**config.mk**
```make
export PLATFORM = sky130hd
export DESIGN_NAME = mac_dot_sequencer
export DESIGN_NICKNAME = d
export VERILOG_FILES = /design/src/rtl/mac_dot_sequencer_pkg.sv /design/src/rtl/mac_dot_sequencer.sv
export SDC_FILE = /design/constraint.sdc
export NUM_CORES = 1
export LEC_CHECK = 0
export ABC_AREA = 1
export CAP_MARGIN = 20
export CORE_MARGIN = 1
export CORE_UTILIZATION = 25
export CTS_CLUSTER_SIZE = 28
export DETAILED_ROUTE_END_ITERATION = 10
export MAX_ROUTING_LAYER = met4
export PLACE_DENSITY = 0.46
export SLEW_MARGIN = 20
export SYNTH_ARGS = -nofsm -noshare
export SYNTH_HDL_FRONTEND = slang
export SYNTH_SLANG_ARGS = --single-unit
```
**constraint.sdc**
```tcl
create_clock -name clock -period 8.5 [get_ports clock]
set_input_delay 0.85 -clock clock [delete_from_list [all_inputs] [get_ports clock]]
set_output_delay 0.85 -clock clock [all_outputs]
set_load 0.05 [all_outputs]
```
**src/rtl/mac_dot_sequencer_pkg.sv**
```systemverilog
// Shared types and defaults for the MAC dot-product sequencer.
// Holds the FSM state encoding, width defaults and the wait-counter width helper.
package mac_dot_sequencer_pkg;

    localparam int DEF_A_W     = 18;
    localparam int DEF_P_W     = 48;
    localparam int DEF_LEN_W   = 10;
    localparam int DEF_MAC_LAT = 3;

    typedef enum logic [1:0] {
        S_IDLE  = 2'd0,
        S_FETCH = 2'd1,
        S_WAIT  = 2'd2,
        S_DONE  = 2'd3
    } state_t;

    // Wait counter must hold MAC_LAT; keep at least one bit when MAC_LAT is 0.
    function automatic int cnt_w(input int lat);
        return (lat > 0) ? $clog2(lat + 1) : 1;
    endfunction

endpackage

```
**src/rtl/mac_dot_sequencer.sv**
```systemverilog
// Sequences an external p = a*b + c MAC core to form signed dot products.
// Ports: clock/reset; start/len job request; busy; in_valid/in_ready/in_a/in_b
// operand stream; mac_a/mac_b/mac_c to core, mac_p from core;
// out_valid/out_ready/out_result result stream.
module mac_dot_sequencer
    import mac_dot_sequencer_pkg::*;
#(
    parameter int A_W     = DEF_A_W,
    parameter int P_W     = DEF_P_W,
    parameter int LEN_W   = DEF_LEN_W,
    parameter int MAC_LAT = DEF_MAC_LAT
) (
    input  logic             clock,
    input  logic             reset,
    input  logic             start,
    input  logic [LEN_W-1:0] len,
    output logic             busy,
    input  logic             in_valid,
    output logic             in_ready,
    input  logic [A_W-1:0]   in_a,
    input  logic [A_W-1:0]   in_b,
    output logic [A_W-1:0]   mac_a,
    output logic [A_W-1:0]   mac_b,
    output logic [P_W-1:0]   mac_c,
    input  logic [P_W-1:0]   mac_p,
    output logic             out_valid,
    input  logic             out_ready,
    output logic [P_W-1:0]   out_result
);

    localparam int CW = cnt_w(MAC_LAT);

    state_t           r_state;
    state_t           w_next;
    logic [LEN_W-1:0] r_remaining;
    logic [CW-1:0]    r_wait;
    logic [P_W-1:0]   r_acc;
    logic             w_last;

    assign w_last = (r_remaining == LEN_W'(1));

    always_ff @(posedge clock or posedge reset) begin
        if (reset) begin
            r_state <= S_IDLE;
        end else begin
            r_state <= w_next;
        end
    end

    // Handshake outputs are pure decodes of state so reset clears them at once.
    always_comb begin
        w_next    = r_state;
        busy      = 1'b1;
        in_ready  = 1'b0;
        out_valid = 1'b0;
        unique case (r_state)
            S_IDLE: begin
                busy = 1'b0;
                if (start) begin
                    w_next = (len != '0) ? S_FETCH : S_DONE;
                end
            end
            S_FETCH: begin
                in_ready = 1'b1;
                if (in_valid) begin
                    w_next = S_WAIT;
                end
            end
            S_WAIT: begin
                if (r_wait == '0) begin
                    w_next = w_last ? S_DONE : S_FETCH;
                end
            end
            S_DONE: begin
                out_valid = 1'b1;
                if (out_ready) begin
                    w_next = S_IDLE;
                end
            end
            default: w_next = S_IDLE;
        endcase
    end

    // The core's p is only trusted on the edge where r_wait has run down to
    // zero: MAC_LAT+1 edges after the operands were registered.
    always_ff @(posedge clock or posedge reset) begin
        if (reset) begin
            r_remaining <= '0;
            r_wait      <= '0;
            r_acc       <= '0;
            mac_a       <= '0;
            mac_b       <= '0;
            mac_c       <= '0;
            out_result  <= '0;
        end else begin
            unique case (r_state)
                S_IDLE: begin
                    if (start) begin
                        r_remaining <= len;
                        r_acc       <= '0;
                        if (len == '0) begin
                            out_result <= '0;
                        end
                    end
                end
                S_FETCH: begin
                    if (in_valid) begin
                        mac_a  <= in_a;
                        mac_b  <= in_b;
                        mac_c  <= r_acc;
                        r_wait <= CW'(MAC_LAT);
                    end
                end
                S_WAIT: begin
                    if (r_wait == '0) begin
                        r_acc       <= mac_p;
                        r_remaining <= r_remaining - LEN_W'(1);
                        if (w_last) begin
                            out_result <= mac_p;
                        end
                    end else begin
                        r_wait <= r_wait - CW'(1);
                    end
                end
                default: ;
            endcase
        end
    end

endmodule

```
== Word-level counts from Yosys, hierarchy flattened ==
Cells that the tools add are included.
Word-level totals
  flip-flop bits (word level): 194
  bits of input ports: 99
  output and inout bits: 135
  logic and storage cells: 56
Cells by class
  add/subtract/negate cells: 2
  equality and inequality tests: 11
  mux-type cells: 24
  reduce and logical (&&, ||, !) cells: 11
Operator list (number)
  2-to-1 mux 48 bit: 6
  case mux 48 bit (2 select lines): 2
  2-to-1 mux 10 bit: 2
  case mux 10 bit (2 select lines): 1
  2-to-1 mux 2 bit: 8
  != test 2 bit, second input constant: 7
  == test 10 x 1 -> 1 bit, second input constant: 1
  zero test 10 bit: 1
  nonzero test 10 bit: 1
  subtractor 10 x 1 -> 10 bit, second input constant: 1
  case mux 2 bit (4 select lines): 1
  AND reduction 3 bit: 2
  AND reduction 5 bit: 1
  == test 2 bit, second input constant: 2
  zero test 2 bit: 2
  case mux 2 bit (2 select lines): 1
  AND reduction 4 bit: 1
  nonzero test 2 bit: 2
  2-to-1 mux 1 bit: 3
  == test 2 x 1 -> 1 bit, second input constant: 1
  AND reduction 2 bit: 1
  subtractor 2 x 1 -> 2 bit, second input constant: 1

== Depth between registers and ports, before layout ==
Gate-level depths: netlist of run 1.
  depth after elaboration: 4
  depth in mapped cells: 11
  depth with buffers taken out: 10

== Least setup slack after synthesis of run 1 ==
No wires, ideal clock.
  kind: input -> register
  start: input port len[4]
  end: register out_result[0]
  library setup time: 0.119 ns
  arrival time: 1.702 ns
  required time: 8.381 ns
  setup slack: 6.679 ns
  stages on the path: 8
  buffers on the path: 2
  cells stage by stage: nor2_1 -> nand3_1 -> o21bai_2 -> nand3_2 -> buf_4 -> buf_6 -> nand2_1 -> nand2_1
On the way
  word-level cells in the longest chain between the ends: 3
RTL lines
  start: declaration: line mac_dot_sequencer.sv:16  | input logic [LEN_W-1:0] len,
  zero test 10 bit: line mac_dot_sequencer.sv:101  | if (len == '0) begin
  != test 2 bit (no source line)
  AND reduction 5 bit (no source line)
  end signal: assignment: line mac_dot_sequencer.sv:119  | out_result <= mac_p;
  end: declaration: line mac_dot_sequencer.sv:28  | output logic [P_W-1:0] out_result
No other way between the ends.
A chain may end at the register's enable or synchronous reset.

== Worst setup path after layout of run 1 ==
  start: input port start
  end: register out_result[1]
On the way
  word-level cells in the longest chain between the ends: 2
RTL lines
  start: declaration: line mac_dot_sequencer.sv:15  | input logic start,
  != test 2 bit (no source line)
  AND reduction 5 bit (no source line)
No other way between the ends.

==> results of run 1 <==
## stage by stage
stage / hold WS [ns] / util
2_1_floorplan: 0.449 / -
3_3_place_gp: 0.452 / 0.341
3_5_place_dp: 0.457 / 0.341
4_1_cts: 0.475 / 0.359
5_1_grt: 0.493 / 0.359
6_report: 0.471 / 0.359
## layout make-up
type | count | share of cell area
sequential | 194 | 0.424
clock inverter | 10 | 0.00896
clock buffer | 21 | 0.0411
timing repair buffer | 239 | 0.208
tap | 435 | 0.0475
multi-input combinational | 533 | 0.231
inverter | 118 | 0.0396
## state kept, by name (all words and copies together) (netlist names)
name,cells
mac_a,18
mac_b,18
mac_c,48
out_result,48
r_acc,48
r_remaining,10
r_state,2
r_wait,2
## layer usage
metal	routed length, um	part of all wire
met1	11100	0.48
met2	10700	0.46
met3	1270	0.055
met4	182	0.0078
met5	0	0
## path summary, 6_finish.rpt
path | startpoint | end | slack, ns | depth (start not counted)
setup / recovery | start | out_result[1]$_DFFE_PP0P_ | 5.51 | 8
hold / removal | out_result[21]$_DFFE_PP0P_ | out_result[21]$_DFFE_PP0P_ | 0.47 | 2
setup reg to reg | r_state[1]$_DFFE_PP0P_ | out_result[1]$_DFFE_PP0P_ | 5.59 | 9
hold reg to reg | out_result[21]$_DFFE_PP0P_ | out_result[21]$_DFFE_PP0P_ | 0.47 | 2
max in group asynchronous | reset | out_result[32]$_DFFE_PP0P_ | 5.99 | 3
min in group asynchronous | reset | mac_c[26]$_DFFE_PP0P_ | 0.99 | 2
## cells in the mapped netlist (all sizes together), types with 3 or more instances
cell,count
dfrtp,194
nand4,49
nand3,8
nand2,241
mux2,36
o21ai,108
ha,3
buf,31
clkbuf,22
nor2,76
inv,117
## power breakdown
part / leakage, nW / internal [mW] / switching, mW
Combinational: 2.47 / 0.729 / 1.69
Clock: 0.276 / 0.430 / 0.370
Sequential: 2.54 / 1.24 / 0.164
## kinds of logic (layout without fill, tap and decap cells)
logic type / Yosys count / after routing / share of synthesized area
flip-flops: 194 / 194 / 0.592
AND/OR/NAND/NOR: 378 / 378 / 0.194
adder cells (fa/ha/maj): 3 / 3 / 0.00458
multiplexers: 36 / 36 / 0.0494
buffers and inverters: 171 / 388 / 0.0879
AO/OA/AOI/OAI: 116 / 116 / 0.0726
## critical path: cells and delay by family
| kind | cells | cell delay (ns) |
|---|---|---|
| buffers and inverters | 3 | 1.79 |
| and+or+nand+nor | 5 | 0.63 |
==> results.cfg, run 1 <==
[run_status]
status = finished, final reports clean

[clocking]
clkLatencyLatePin_ns = 0.44
cts_tree = done
postCtsSetupBuffers = 0
cts_buffer_depth = 2
path_clk_slew_ns = 0.07
htree_levels = 4
cts.sinks = 194
root_buffer = clkbuf_16
numCtsBuffers = 17
hold_buffers = 0
post_cts_resized = 0

[placement]
hpwl_mm = 14.8
gp_congestion = 0.717
dpl.cell_count = 1519
placed_area_sq_mm = 0.0109
io_buffers = 233
pre_cts_slack_ns = 5.05

[grt]
antenna_found_initial = 0
grt_usage = 0.147
grt_pass1_vias = 6538
grt_pass1_wl_mm = 36.9
use_met2 = 0.227
gr-usage-met1 = 0.189
met3_usage = 0.0435
grt_max_degree = 124
grt-ovfl-total = 0
grt-busiest-layer = met2

[layout]
stdcell_area_sq_mm = 0.0115
fillCellCount = 3328
final_common_cell = nand2_1
nNetsFinal = 1205
layout_common_cells = nand2_1, clkdlybuf4s50_1, dfrtp_1
drive_gt1_frac = 0.0753
diodes = 0
syn_to_final_growth_pct = 39.6
final_cell_count_no_fill = 1550
multi_input_area_sq_mm = 0.00265
seqCellArea_sq_mm = 0.00485

[timing]
rsz0062_at_grt = no
final-setup-viol-count = 0
clock.fmax_mhz = 334
fin_ws_ns = 5.51
slew_headroom = 0.355
slew_viol_final = 0
fin_skew_ns = 0.00739
period_share = 0.352
tightest_slew_ns = 0.967
finalCriticalPeriod_ns = 2.99
fin_tns_setup_ns = 0
hold_viol = 0

[routing]
drt_pass1_iterations = 4
vias = 6498
drc = 0
ant_nets = 0
wl_per_cell_um = 15.0
drt-initial-drc-count = 367
totalWireLength_mm = 23.3
vias_per_cell = 4.19

[synthesis]
ys_warn_count = 0
synthArstFlopShare = 1.00
yosys.area.top_type = dfrtp_1
syn_area_sq_mm = 0.00820
ys_ff_latch = 194
synthTopCellsByArea = dfrtp_1, nand2_1, o21ai_0
synthDistinctLibCells = 28
postSynthAreaPerCell_sq_um = 9.13
ys_seq_area_frac = 0.592
syn_inst = 898
synth_flop_cell = dfrtp_1
synth_nets = 1000
yosysTopAreaCellShare = 0.592
synth_edf_count = 0

[floorplanning]
io_pins = 234
start_util = 0.257
die_x_um = 183
row_count = 65
die_h_um = 183
core_area_sq_mm = 0.0319
dieArea_sq_mm = 0.0335

[setup_path]
path_cells = clkdlybuf4s50_1, nand3b_1, nand2_2, nor2_4, buf_4, buf_4, nand4_1, nand2_1
path_common_cell = buf_4
start_kind = primary input
crit_path_end_kind = flip-flop
critPathMaxFanout = 82
crit_slowest_cell = buf_4
critPathKind = primary input to flip-flop
crit_path_max_incr_delay_ns = 0.73
arrival_ns = 3.37
cp_data_required_time_ns = 8.87

[min_path]
hold_path.class = flip-flop to flip-flop

[power]
leakagePower_nw = 5.29
power_mw = 4.62
p_per_area_mw_per_mm2 = 404
ir_worst_vdd_uv = 177

[run]
maxCapViolCount = 0
(Power assumes the default switching activity.)
==> run 2, diff against run 1 <==
Settings changed: PLACE_DENSITY 0.46 to 0.48.
Clock period 8.5 ns to 2.7 ns, I/O delays scaled along.
==> run 2 against run 1 <==
Against the previous run: sequential share of layout area down 0.79 points; cell area up 1.9%; first-iteration DRC count down 20%; critical path depth down 4; sequential power rose to 3.2 times the previous value; final cell count up 0.71%; routed wire length down 1.6%; register-to-register slack worse by 5.0 ns; utilization up 0.68 points; total power rose to 3.2 times the previous value; clock power rose to 3.4 times the previous value; sequential cell count unchanged; largest power group unchanged.
==> results.cfg, run 2 (synthesis gave the netlist of run 1 again) <==
[routing]
vias_per_cell = 4.16
vias = 6495
drt-initial-drc-count = 293
ant_nets = 0
drt_pass1_iterations = 6
totalWireLength_mm = 22.9
drc = 0
wl_per_cell_um = 14.7

[floorplanning]
dieArea_sq_mm = 0.0335
io_pins = 234
core_area_sq_mm = 0.0319
row_count = 65
die_x_um = 183
start_util = 0.257
die_h_um = 183

[timing]
fin_tns_setup_ns = 0
slew_headroom = 0.547
finalCriticalPeriod_ns = 2.37
clock.fmax_mhz = 422
tightest_slew_ns = 0.679
period_share = 0.877
fin_skew_ns = 0.0127
slew_viol_final = 0
hold_viol = 0
rsz0062_at_grt = no
final-setup-viol-count = 0
fin_ws_ns = 0.331

[clocking]
numCtsBuffers = 17
post_cts_resized = 0
cts_buffer_depth = 2
clkLatencyLatePin_ns = 0.44
root_buffer = clkbuf_16
htree_levels = 4
cts.sinks = 194
postCtsSetupBuffers = 0
path_clk_slew_ns = 0.08
hold_buffers = 0
cts_tree = done

[setup_path]
cp_data_required_time_ns = 2.43
critPathKind = flip-flop to primary output
timing.rr.start = r_state[1]$_DFFE_PP0P_
arrival_ns = 2.10
critPathMaxFanout = 8
start_kind = flip-flop
worstRegToRegCells = 9
reg2reg_slack_ns = 0.63
r2r-end = out_result[25]$_DFFE_PP0P_
crit_path_end_kind = primary output

[grt]
grt_pass1_wl_mm = 36.8
grt-ovfl-total = 0
antenna_found_initial = 0
grt_pass1_vias = 6730
grt_usage = 0.146
grt_max_degree = 99

[layout]
final_common_cell = nand2_1
final_cell_count_no_fill = 1561
drive_gt1_frac = 0.0844
syn_to_final_growth_pct = 42.3
largestRegisters = mac_c (48), out_result (48), r_acc (48)
nNetsFinal = 1215
layout_common_cells = nand2_1, clkdlybuf4s50_1, dfrtp_1
diodes = 0

[power]
combPwrFrac = 0.521
p_sw_frac = 0.471
clkPwrFrac = 0.183
p_per_area_mw_per_mm2 = 1280
ir_worst_vdd_uv = 873
switchingPower_mw = 7.06
p_int_mw = 7.93
leakagePower_nw = 5.40
p_seq_frac = 0.296

[placement]
gp_congestion = 0.806
hpwl_mm = 15.3
io_buffers = 233
dpl.cell_count = 1529
pre_cts_slack_ns = 0.511

[min_path]
hold_path.class = primary input to async pin

[run]
maxCapViolCount = 0

[run_status]
status = finished, final reports clean
## run 2: cell count changes in the layout (fill, tap and decap cells not counted)
cell        delta
inv_6          +2
clkbuf_8       +1
buf_12         +8
inv_4          -1
clkinv_4       -4
inv_2          +1
buf_4          +2
nand3_4        -1
inv_8          -1
bufinv_16      +2
clkinvlp_4     +1
nand3_2        +1
## run 2: how the worst max path moves through the flow
stage / start / end / slack (ns)
6_report: r_state[1]$_DFFE_PP0P_ / in_ready / 0.33
5_1_grt: r_state[1]$_DFFE_PP0P_ / in_ready / 0.22
3_3_place_gp: start / out_result[9]$_DFFE_PP0P_ / 0.55
3_5_place_dp: start / out_result[20]$_DFFE_PP0P_ / 0.51
2_1_floorplan: reset / mac_a[0]$_DFFE_PP0P_ / -0.07
4_1_cts: r_state[1]$_DFFE_PP0P_ / in_ready / 0.29
## run 2: layout make-up
cell class / count / area (sq um)
Inverter: 118 / 447
Sequential cell: 194 / 4850
Clock buffer: 22 / 484
Multi-Input combinational cell: 533 / 2640
Timing Repair Buffer: 249 / 2550
Fill cell: 3344 / 20200
Tap cell: 435 / 544
Clock inverter: 10 / 145
## run 2: worst max-delay path, cell delays in order, from the launching register on
cell	delay, ns
dfrtp_1	0.50
inv_2	0.15
nand2_1	0.07
inv_1	0.11
clkdlybuf4s50_1	0.81
## run 2: power by group through the flow
stage | registers [mW] | logic (mW) | clock network [mW]
finish | 4.43 | 7.81 | 2.75
global placement | 4.49 | 7.88 | 0
detailed placement | 4.49 | 7.92 | 0
global route | 4.55 | 8.43 | 2.96
CTS | 4.45 | 7.94 | 2.84
floorplan | 6.99 | 2.71 | 0
## run 2: per-stage QoR
stage               total power [mW]  hold WS (ns)   util  cell area (sq um)
floorplan                       9.70         0.420      -               8210
global placement                12.4         0.458  0.346              11000
detailed placement              12.4         0.458  0.346              11000
CTS                             15.2         0.316  0.366              11700
global route                    15.9         0.355  0.366              11700
finish                          15.0         0.329  0.366              11700
## run 2: per-layer routing
layer	wire length (um)	GRT usage
met5	0	-
met4	403	0.0463
met3	1180	0.0363
met2	10600	0.227
met1	10800	0.186
==> run 3, diff against run 2 <==
Settings changed: CAP_MARGIN 20 to 10.
==> results of run 3 <==
Same layout as run 2: the final DEF is identical, and so are final timing and power.
